`config.mk`:
```
export PLATFORM = sky130hd
export DESIGN_NAME = i2s_xmtr
export DESIGN_NICKNAME = d
export VERILOG_FILES = /design/src/rtl/i2s_pkg.sv /design/src/rtl/i2s_xmtr.sv
export SDC_FILE = /design/constraint.sdc
export NUM_CORES = 1
export LEC_CHECK = 0
export CAP_MARGIN = 20
export CELL_PAD_IN_SITES_DETAIL_PLACEMENT = 1
export CELL_PAD_IN_SITES_GLOBAL_PLACEMENT = 1
export CORE_UTILIZATION = 35
export CTS_CLUSTER_SIZE = 28
export DETAILED_ROUTE_END_ITERATION = 6
export HOLD_SLACK_MARGIN = 0.12
export PLACE_DENSITY = 0.75
export SLEW_MARGIN = 10
export SYNTH_ARGS = -nofsm -noshare
export SYNTH_HDL_FRONTEND = slang
export SYNTH_SLANG_ARGS = --single-unit
```
`constraint.sdc`:
```
create_clock -name clk -period 2.15 [get_ports clk]
set_clock_uncertainty 0.15 [all_clocks]
set_input_delay 0.215 -clock clk [delete_from_list [all_inputs] [get_ports clk]]
set_output_delay 0.215 -clock clk [all_outputs]
set_load 0.005 [all_outputs]
```
`src/rtl/i2s_pkg.sv`:
```
// Shared I2S constants and FSM state type for the transmitter and receiver.
// Frame layout: SLOTS bck periods per stereo frame, SAMPLE_W bits per channel.
package i2s_pkg;

  localparam int unsigned SAMPLE_W = 16;
  localparam int unsigned SLOTS    = 32;
  localparam int unsigned SLOT_W   = $clog2(SLOTS);
  localparam int unsigned FRAME_W  = 2 * SAMPLE_W;

  typedef enum logic {
    StIdle,
    StRun
  } i2s_state_e;

  // Word select is low for the first half of the frame (left), high for the second (right).
  function automatic logic slot_lrck(input logic [SLOT_W-1:0] slot);
    return slot >= SLOT_W'(SLOTS / 2);
  endfunction

endpackage

```
`src/rtl/i2s_xmtr.sv`:
```
// I2S transmitter: one-entry holding register feeding a 32-bit shift register,
// bck = clk/2, left/right words sent MSB first with the standard one-bit delay.
module i2s_xmtr
  import i2s_pkg::*;
(
  input  logic                clk,
  input  logic                reset,
  input  logic                enable,
  input  logic                in_valid,
  input  logic [SAMPLE_W-1:0] in_left,
  input  logic [SAMPLE_W-1:0] in_right,
  output logic                in_ready,
  output logic                bck,
  output logic                lrck,
  output logic                data,
  output logic                underrun
);

  i2s_state_e state_q, state_d;

  logic               bck_q, bck_d;
  logic [SLOT_W-1:0]  slot_q, slot_d;
  logic               lrck_q, lrck_d;
  logic [FRAME_W-1:0] shreg_q, shreg_d;
  logic [FRAME_W-1:0] hold_q, hold_d;
  logic               in_ready_q, in_ready_d;
  logic               underrun_q, underrun_d;

  logic [SLOT_W-1:0]  slot_next;
  logic               fall;
  logic               frame_edge;
  logic               load;
  logic               shift;
  logic               xfer;

  // Frame-boundary decode shared by the FSM and the datapath.
  always_comb begin
    slot_next  = slot_q + SLOT_W'(1);
    fall       = (state_q == StRun) && bck_q;
    frame_edge = fall && (slot_next == SLOT_W'(1));
    load       = frame_edge && enable;
    shift      = fall && !frame_edge;
    xfer       = in_valid && in_ready_q;
  end

  // State register.
  always_ff @(posedge clk) begin
    if (reset) begin
      state_q <= StIdle;
    end else begin
      state_q <= state_d;
    end
  end

  // Next-state logic: enable only matters in IDLE and at the slot-1 boundary.
  always_comb begin
    state_d = state_q;
    unique case (state_q)
      StIdle: if (enable) state_d = StRun;
      StRun:  if (frame_edge && !enable) state_d = StIdle;
    endcase
  end

  // Datapath next state. Anything other than staying in RUN parks the serial side at zero.
  always_comb begin
    bck_d      = 1'b0;
    slot_d     = '0;
    lrck_d     = 1'b0;
    shreg_d    = '0;
    hold_d     = hold_q;
    in_ready_d = in_ready_q;
    underrun_d = 1'b0;

    if ((state_q == StRun) && (state_d == StRun)) begin
      bck_d   = ~bck_q;
      slot_d  = slot_q;
      lrck_d  = lrck_q;
      shreg_d = shreg_q;
      if (fall) begin
        slot_d = slot_next;
        lrck_d = slot_lrck(slot_next);
      end
      if (load) begin
        // in_ready high means the holding register is empty.
        shreg_d    = in_ready_q ? '0 : hold_q;
        underrun_d = in_ready_q;
      end else if (shift) begin
        shreg_d = {shreg_q[FRAME_W-2:0], 1'b0};
      end
    end

    if (load && !in_ready_q) begin
      in_ready_d = 1'b1;
    end
    // A transfer needs in_ready high, so it can never collide with a load of held data.
    if (xfer) begin
      hold_d     = {in_left, in_right};
      in_ready_d = 1'b0;
    end
  end

  always_ff @(posedge clk) begin
    if (reset) begin
      bck_q      <= 1'b0;
      slot_q     <= '0;
      lrck_q     <= 1'b0;
      shreg_q    <= '0;
      hold_q     <= '0;
      in_ready_q <= 1'b1;
      underrun_q <= 1'b0;
    end else begin
      bck_q      <= bck_d;
      slot_q     <= slot_d;
      lrck_q     <= lrck_d;
      shreg_q    <= shreg_d;
      hold_q     <= hold_d;
      in_ready_q <= in_ready_d;
      underrun_q <= underrun_d;
    end
  end

  // Outputs are all straight from registers.
  always_comb begin
    bck      = bck_q;
    lrck     = lrck_q;
    data     = shreg_q[FRAME_W-1];
    in_ready = in_ready_q;
    underrun = underrun_q;
  end

endmodule

```
==> results of run 1 <==
synthesized netlist by cell type, drive strengths merged:
library cell   n
and2           6
a211o          1
a21boi        32
or2            1
o221ai        31
a32oi          1
ha             2
a21oi         34
inv            5
nor3b         31
nand2         76
xor2           1
nand3          1
nor4           1
and3           3
o211ai         1
xnor2          3
or3           31
buf           11
clkbuf        22
nor2           5
dfxtp         73
a22o           1
o311a          1
o21ai          2
kinds of logic after synthesis:
group / Yosys count / share of synthesized area
and+or+nand+nor: 155 / 0.256
AOI/OAI and AO/OA: 104 / 0.227
DFF: 73 / 0.435
buffers and inverters: 38 / 0.0644
xor gates and xnor gates: 4 / 0.0104
adders and majority gates: 2 / 0.00744
flip-flops by register name, summed over array words and instances, names as in the netlist:
name	count
bck	1
underrun	1
slot_q	5
shreg_q	32
state_q	1
hold_q	32
in_ready	1
worst min path at each step:
stage	end	slack, ns	cells after the start	from
final	hold_q[8]	0.26	3	in_right[8]
after global routing	hold_q[14]	0.25	3	in_right[14]
after CTS	hold_q[8]	0.24	3	in_right[8]
after detailed placement	hold_q[31]	0.30	2	hold_q[31]
after global placement	hold_q[17]	0.29	2	hold_q[17]
after floorplan	in_ready	0.18	1	in_valid
routing by layer:
layer	part of all wire	vias to the layer above	wire length (um)
li1	-	1398	-
met1	0.48	1341	3870
met2	0.48	36	3910
met3	0.023	9	183
met4	0.014	0	114
met5	0	-	0
metrics by stage:
step	instances	hold WS, ns	worst slack (ns)
2_1_floorplan	376	0.181	0.264
3_3_place_gp	522	0.293	0.0876
3_5_place_dp	522	0.296	-0.0295
4_1_cts	537	0.244	0.0777
5_1_grt	537	0.248	0.00106
6_report	537	0.263	0.102
power by group:
group	internal, mW	switching, mW	leakage, nW
Clock	0.590	0.482	0.102
Sequential	1.39	0.0238	0.594
Combinational	0.124	0.123	0.585
Total	2.11	0.629	1.28
cell type report:
| type | instances | area (um^2) | share of cell area |
|---|---|---|---|
| Multi-Input combinational cell | 265 | 1690 | 0.421 |
| Timing Repair Buffer | 50 | 488 | 0.121 |
| Clock inverter | 3 | 40.0 | 0.00997 |
| Inverter | 5 | 18.8 | 0.00467 |
| Tap cell | 129 | 161 | 0.0402 |
| Sequential cell | 73 | 1460 | 0.364 |
| Clock buffer | 12 | 155 | 0.0386 |
what timing repair did:
action,CTS,global route
gates resized for setup,1,3
pin swaps,0,0
setup endpoints to repair,15,3
hold buffers,0,0
worst max-delay path, stage by stage, from the launching register on:
cell     delay, ns
dfxtp_1       0.33
ha_1          0.24
or2_2         0.32
o21ai_4       0.09
a21oi_2       0.09
o311a_4       0.50
nor3b_2       0.21
==> out/results.tsv, run 1 <==
stage	metric	value	unit
worst_setup_path	Worst R2R Path Depth	6	
timing	fin crit share	0.953	
synthesis	distinct cell type count after synthesis	34	
timing	slew at the pin closest to its max-slew limit	0.409	ns
clock_tree	clock buffer depth	2	
finish	Area Overhead vs Synth	19.5	%
finish	most frequent cells in the layout	76 x nand2_1, 73 x dfxtp_1, 40 x clkdlybuf4s50_1	
clock_tree	Sink Count	73	
placed_design	dpl hpwl	4.96	mm
synthesis	sequential share of the synthesized area	0.435	
global_routing	busiest layer in global routing	met2	
route	vias per std cell	5.18	
route	# DRC	0	
worst_setup_path	CP Capture Point	shreg_q[23]	
timing	Worst slew margin	0.727	
worst_setup_path	Worst Path Required	2.22	ns
clock_tree	TritonCTS Buffers	9	
clock_tree	clk root buf	clkbuf_8	
flow_run	max-cap violations	0	
worst_setup_path	RR Startpoint	slot_q[0]	
global_routing	M2 GR Usage	0.302	
finish	final core utilization	0.433	
global_routing	Total GRT Usage	0.172	
clock_tree	Clock transition at path regs	0.08	ns
worst_setup_path	reg2reg end	shreg_q[23]	
synthesis	Yosys top cell by area	dfxtp_1	
worst_setup_path	crit-path max FO	35	
synthesis	Synth Area per Inst	8.94	um^2
worst_setup_path	worst setup path start	slot_q[0]	
route	Final ANT Viol Nets	0	
worst_setup_path	Worst R2R Setup Slack	0.10	ns
floorplanning	Die X	100	um
timing	number of failing hold endpoints at the final stage	0	
floorplanning	FP Rows	35	
route	First-pass DRT Iterations	4	
timing	final setup TNS	0	ns
synthesis	Cell Area, Synth	3360	um^2
route	wire length per cell	15.1	um
finish	Filler cells	1116	
synthesis	FF+latch count, synth	73	
global_routing	met3 Resource Use GR	0.0425	
clock_tree	CTS tree	built	
worst_hold_path	worst hold path type	input pin to flip-flop	
timing	Setup Viol. Count Final	0	
timing	min cycle time layout	2.05	ns
timing	Final Max Slew Viols	0	
power_and_ir_drop	Pwr Total	2.74	mW
finish	NumNets Final	442	
worst_setup_path	Arr. time, crit path	2.12	ns
route	final wirelength	8.08	mm
global_routing	antenna violations before repair	0	
power_and_ir_drop	Static Leak	1.28	nW
placed_design	Port Buf Inserts	40	
floorplanning	I/O Pins	41	
global_routing	first-pass GRT wire length	13.5	mm
synthesis	area fraction of the dominant cell type after synthesis	0.435	
power_and_ir_drop	PD cells	681	nW/um^2
floorplanning	Die ar.	10000	um^2
synthesis	yosys warns	0	
finish	share of layout cells above drive strength 1	0.115	
synthesis	Post-Syn Instances	376	
global_routing	gr ovfl total	0	
timing	maximum clock rate	488	MHz
floorplanning	Die Height	100	um
finish	commonest non-fill, non-tap cell in the layout	nand2_1	
clock_tree	clk_lat worst skew	0.34	ns
global_routing	largest net degree at the start of global routing	38	
route	Initial DRC Count	107	
worst_setup_path	Setup CP Type	flip-flop to flip-flop	
synthesis	syn nets	414	
floorplanning	Initial Utilization	0.362	
power_and_ir_drop	Worst VDD drop	0.000350	V
placed_design	routability congestion estimate	0.781	
global_routing	met1 usage	0.204	
finish	n_diodes	0	
synthesis	ranking of synthesized cells by area	dfxtp_1 43%, nand2_1 8.5%, o221ai_1 8.1%	
finish	Finished Cell Area	4020	um^2
worst_setup_path	startpoint types	flip-flop	
clock_tree	CTS H-tree depth	3	
floorplanning	core area	9280	um^2
clock_tree	post-CTS setup buffer count	0	
global_routing	vias in the first global route	2733	
route	vias	2784	
timing	RSZ-0062 raised after global routing	no	
placed_design	post-place instance area	3810	um^2
run_status	status	finished clean	
worst_setup_path	Worst Setup End Kind	flip-flop	
No activity file was read; power rests on OpenSTA's default activity.
==> inputs of run 2 (changes only) <==
--- a/config.mk
+++ b/config.mk
@@ -8,11 +8,12 @@
 export CAP_MARGIN = 20
 export CELL_PAD_IN_SITES_DETAIL_PLACEMENT = 1
 export CELL_PAD_IN_SITES_GLOBAL_PLACEMENT = 1
-export CORE_UTILIZATION = 35
+export CORE_UTILIZATION = 45
 export CTS_CLUSTER_SIZE = 28
 export DETAILED_ROUTE_END_ITERATION = 6
 export HOLD_SLACK_MARGIN = 0.12
-export PLACE_DENSITY = 0.75
+export MAX_ROUTING_LAYER = met4
+export PLACE_DENSITY = 0.91
 export SLEW_MARGIN = 10
 export SYNTH_ARGS = -nofsm -noshare
 export SYNTH_HDL_FRONTEND = slang
==> constraint.sdc (replaced) <==
create_clock -name clk -period 2.58 [get_ports clk]
set_clock_uncertainty 0.15 [all_clocks]
set_input_delay 0.258 -clock clk [delete_from_list [all_inputs] [get_ports clk]]
set_output_delay 0.258 -clock clk [all_outputs]
set_load 0.005 [all_outputs]
==> run 2 against run 1 <==
Against the previous run: die area fell by 22%; global-route usage increased by 6.1 points; core utilization rose by 10 points.
==> out/results.tsv, run 2 (synthesized netlist as in run 1, its figures left out) <==
stage	metric	value	unit	change
run_status	status	finished clean		
timing	final setup TNS	0	ns	unchanged
clock_tree	Sink Count	73		unchanged
route	met3 wire len	232	um	+27%
finish	share of layout cells above drive strength 1	0.0995		-0.0157
route	vias	2875		+3.3%
clock_tree	clk root buf	clkbuf_8		
worst_setup_path	Worst Setup End Kind	flip-flop		
route	Final ANT Viol Nets	0		unchanged
worst_setup_path	Setup CP Type	flip-flop to flip-flop		
finish	n_diodes	0		unchanged
clock_tree	Clock transition at path regs	0.07	ns	about the same
global_routing	antenna violations before repair	0		unchanged
route	First-pass DRT Iterations	4		unchanged
timing	Final Max Slew Viols	0		unchanged
placed_design	Cells after DPL	488		-6.5%
timing	RSZ-0062 raised after global routing	no		
worst_setup_path	crit-path max FO	31		-11%
global_routing	Total GRT Usage	0.233		+0.0614
worst_setup_path	Worst Path Required	2.67	ns	+0.45 ns
finish	Cell Count, Final, Fillers Out	501		-6.7%
global_routing	first-pass GRT wire length	13.6	mm	+0.87%
timing	Setup Viol. Count Final	0		unchanged
clock_tree	post-CTS setup buffer count	0		unchanged
finish	commonest non-fill, non-tap cell in the layout	nand2_1		
floorplanning	FP Rows	31		-11%
clock_tree	clk_lat worst skew	0.34	ns	about the same
floorplanning	Die Height	88.5	um	-12%
power_and_ir_drop	Static Leak	1.23	nW	-4.1%
worst_hold_path	worst hold path type	flip-flop to flip-flop		
clock_tree	CTS tree	built		
global_routing	vias in the first global route	2850		+4.3%
power_and_ir_drop	PD cells	549	nW/um^2	-19%
finish	Area Overhead vs Synth	15.5	%	
placed_design	dpl hpwl	5.07	mm	+2.1%
clock_tree	TritonCTS Buffers	9		unchanged
route	WL met2	4.12	mm	+5.3%
timing	number of failing hold endpoints at the final stage	0		unchanged
timing	Worst slew margin	0.352		-0.375
power_and_ir_drop	NetSw	0.512	mW	-18%
floorplanning	core area	7250	um^2	-22%
power_and_ir_drop	Logic pwr share	0.094		+0.004
timing	fin crit share	0.871		-0.0811
route	Initial DRC Count	131		+22%
finish	most frequent cells in the layout	76 x nand2_1, 73 x dfxtp_1, 40 x clkdlybuf4s50_1		
clock_tree	CTS resizes	0		-1
flow_run	max-cap violations	0		unchanged
power_and_ir_drop	Worst VDD drop	0.000310	V	-11%
route	# DRC	0		unchanged
global_routing	gr ovfl total	0		unchanged
power_and_ir_drop	share of power burned in registers	0.555		+0.037
floorplanning	Die ar.	7820	um^2	-22%
placed_design	Port Buf Inserts	40		unchanged
floorplanning	Die X	88.5	um	-12%
floorplanning	I/O Pins	41		unchanged
timing	slew at the pin closest to its max-slew limit	0.970	ns	+0.561 ns
finish	NumNets Final	438		-0.90%
timing	min cycle time layout	2.25	ns	+0.200 ns
power_and_ir_drop	switching share of power	0.240		+0.0105
power_and_ir_drop	internal power	1.62	mW	-23%
placed_design	post-place instance area	3730	um^2	-2.1%
floorplanning	Initial Utilization	0.464		+0.101
route	M1 wire length	3.67	mm	-5.3%
clock_tree	clock buffer depth	2		unchanged
placed_design	routability congestion estimate	0.761		-2.6%
finish	Top Registers	hold_q (32), shreg_q (32), slot_q (5)		
route	final wirelength	8.13	mm	+0.58%
clock_tree	CTS Hold Bufs	0		unchanged
global_routing	largest net degree at the start of global routing	38		unchanged
worst_setup_path	startpoint types	flip-flop		
timing	maximum clock rate	445	MHz	-8.9%
clock_tree	CTS H-tree depth	3		unchanged
finish	final core utilization	0.536		+0.103
route	wire length per cell	16.2	um	+7.8%
finish	Finished Cell Area	3880	um^2	-3.3%
power_and_ir_drop	Clk pwr share	0.350		-0.042
route	top sig layer	met4		
worst_setup_path	Arr. time, crit path	2.34	ns	+0.22 ns
route	vias per std cell	5.74		+11%
## run 2: cell count changes in the layout (fill, tap and decap cells not counted), sizes merged
| cell | delta |
|---|---|
| buf | -4 |
| bufinv | -1 |
| clkinv | -1 |
## run 2: stage by stage
stage | total power [mW] | hold WS (ns) | setup slack (ns)
floorplan | 1.32 | 0.224 | 0.694
global placement | 1.40 | 0.293 | 0.382
detailed placement | 1.41 | 0.299 | 0.293
CTS | 2.16 | 0.299 | 0.306
global route | 2.23 | 0.320 | 0.137
finish | 2.13 | 0.305 | 0.332
## run 2: path summary, 6_finish.rpt
check                end  slack [ns]  cells past startpoint  startpoint
max reg2reg  shreg_q[16]        0.33                      6   slot_q[0]
min            hold_q[8]        0.31                      2   hold_q[8]
min reg2reg    hold_q[8]        0.31                      2   hold_q[8]
max          shreg_q[16]        0.33                      6   slot_q[0]
## run 2: final cells by class
cell class                      count  area (um^2)
Sequential cell                    73         1460
Clock inverter                      1         5.00
Timing Repair Buffer               46          445
Tap cell                           99          124
Clock buffer                       12          145
Inverter                            5         18.8
Multi-Input combinational cell    265         1690
Fill cell                         872         3370
## run 2: metal layers
layer	up-vias	global-route usage
li1	1388	-
met1	1413	0.273
met2	61	0.401
met3	13	0.0410
met4	0	0.0821
met5	-	-
## run 2: worst max-delay path, cell delays in order (launching register included)
cell and delay (ns):
dfxtp_1 0.33, ha_1 0.23, or2_2 0.31, o21ai_4 0.09
a211o_2 0.52, o221ai_1 0.26, nor3b_1 0.26
## run 2: power by group through the flow
stage / clock network (mW) / registers [mW] / logic (mW)
5_1_grt: 0.815 / 1.19 / 0.223
6_report: 0.747 / 1.18 / 0.201
4_1_cts: 0.773 / 1.18 / 0.203
3_3_place_gp: 0 / 1.21 / 0.194
3_5_place_dp: 0 / 1.21 / 0.202
2_1_floorplan: 0 / 1.20 / 0.120
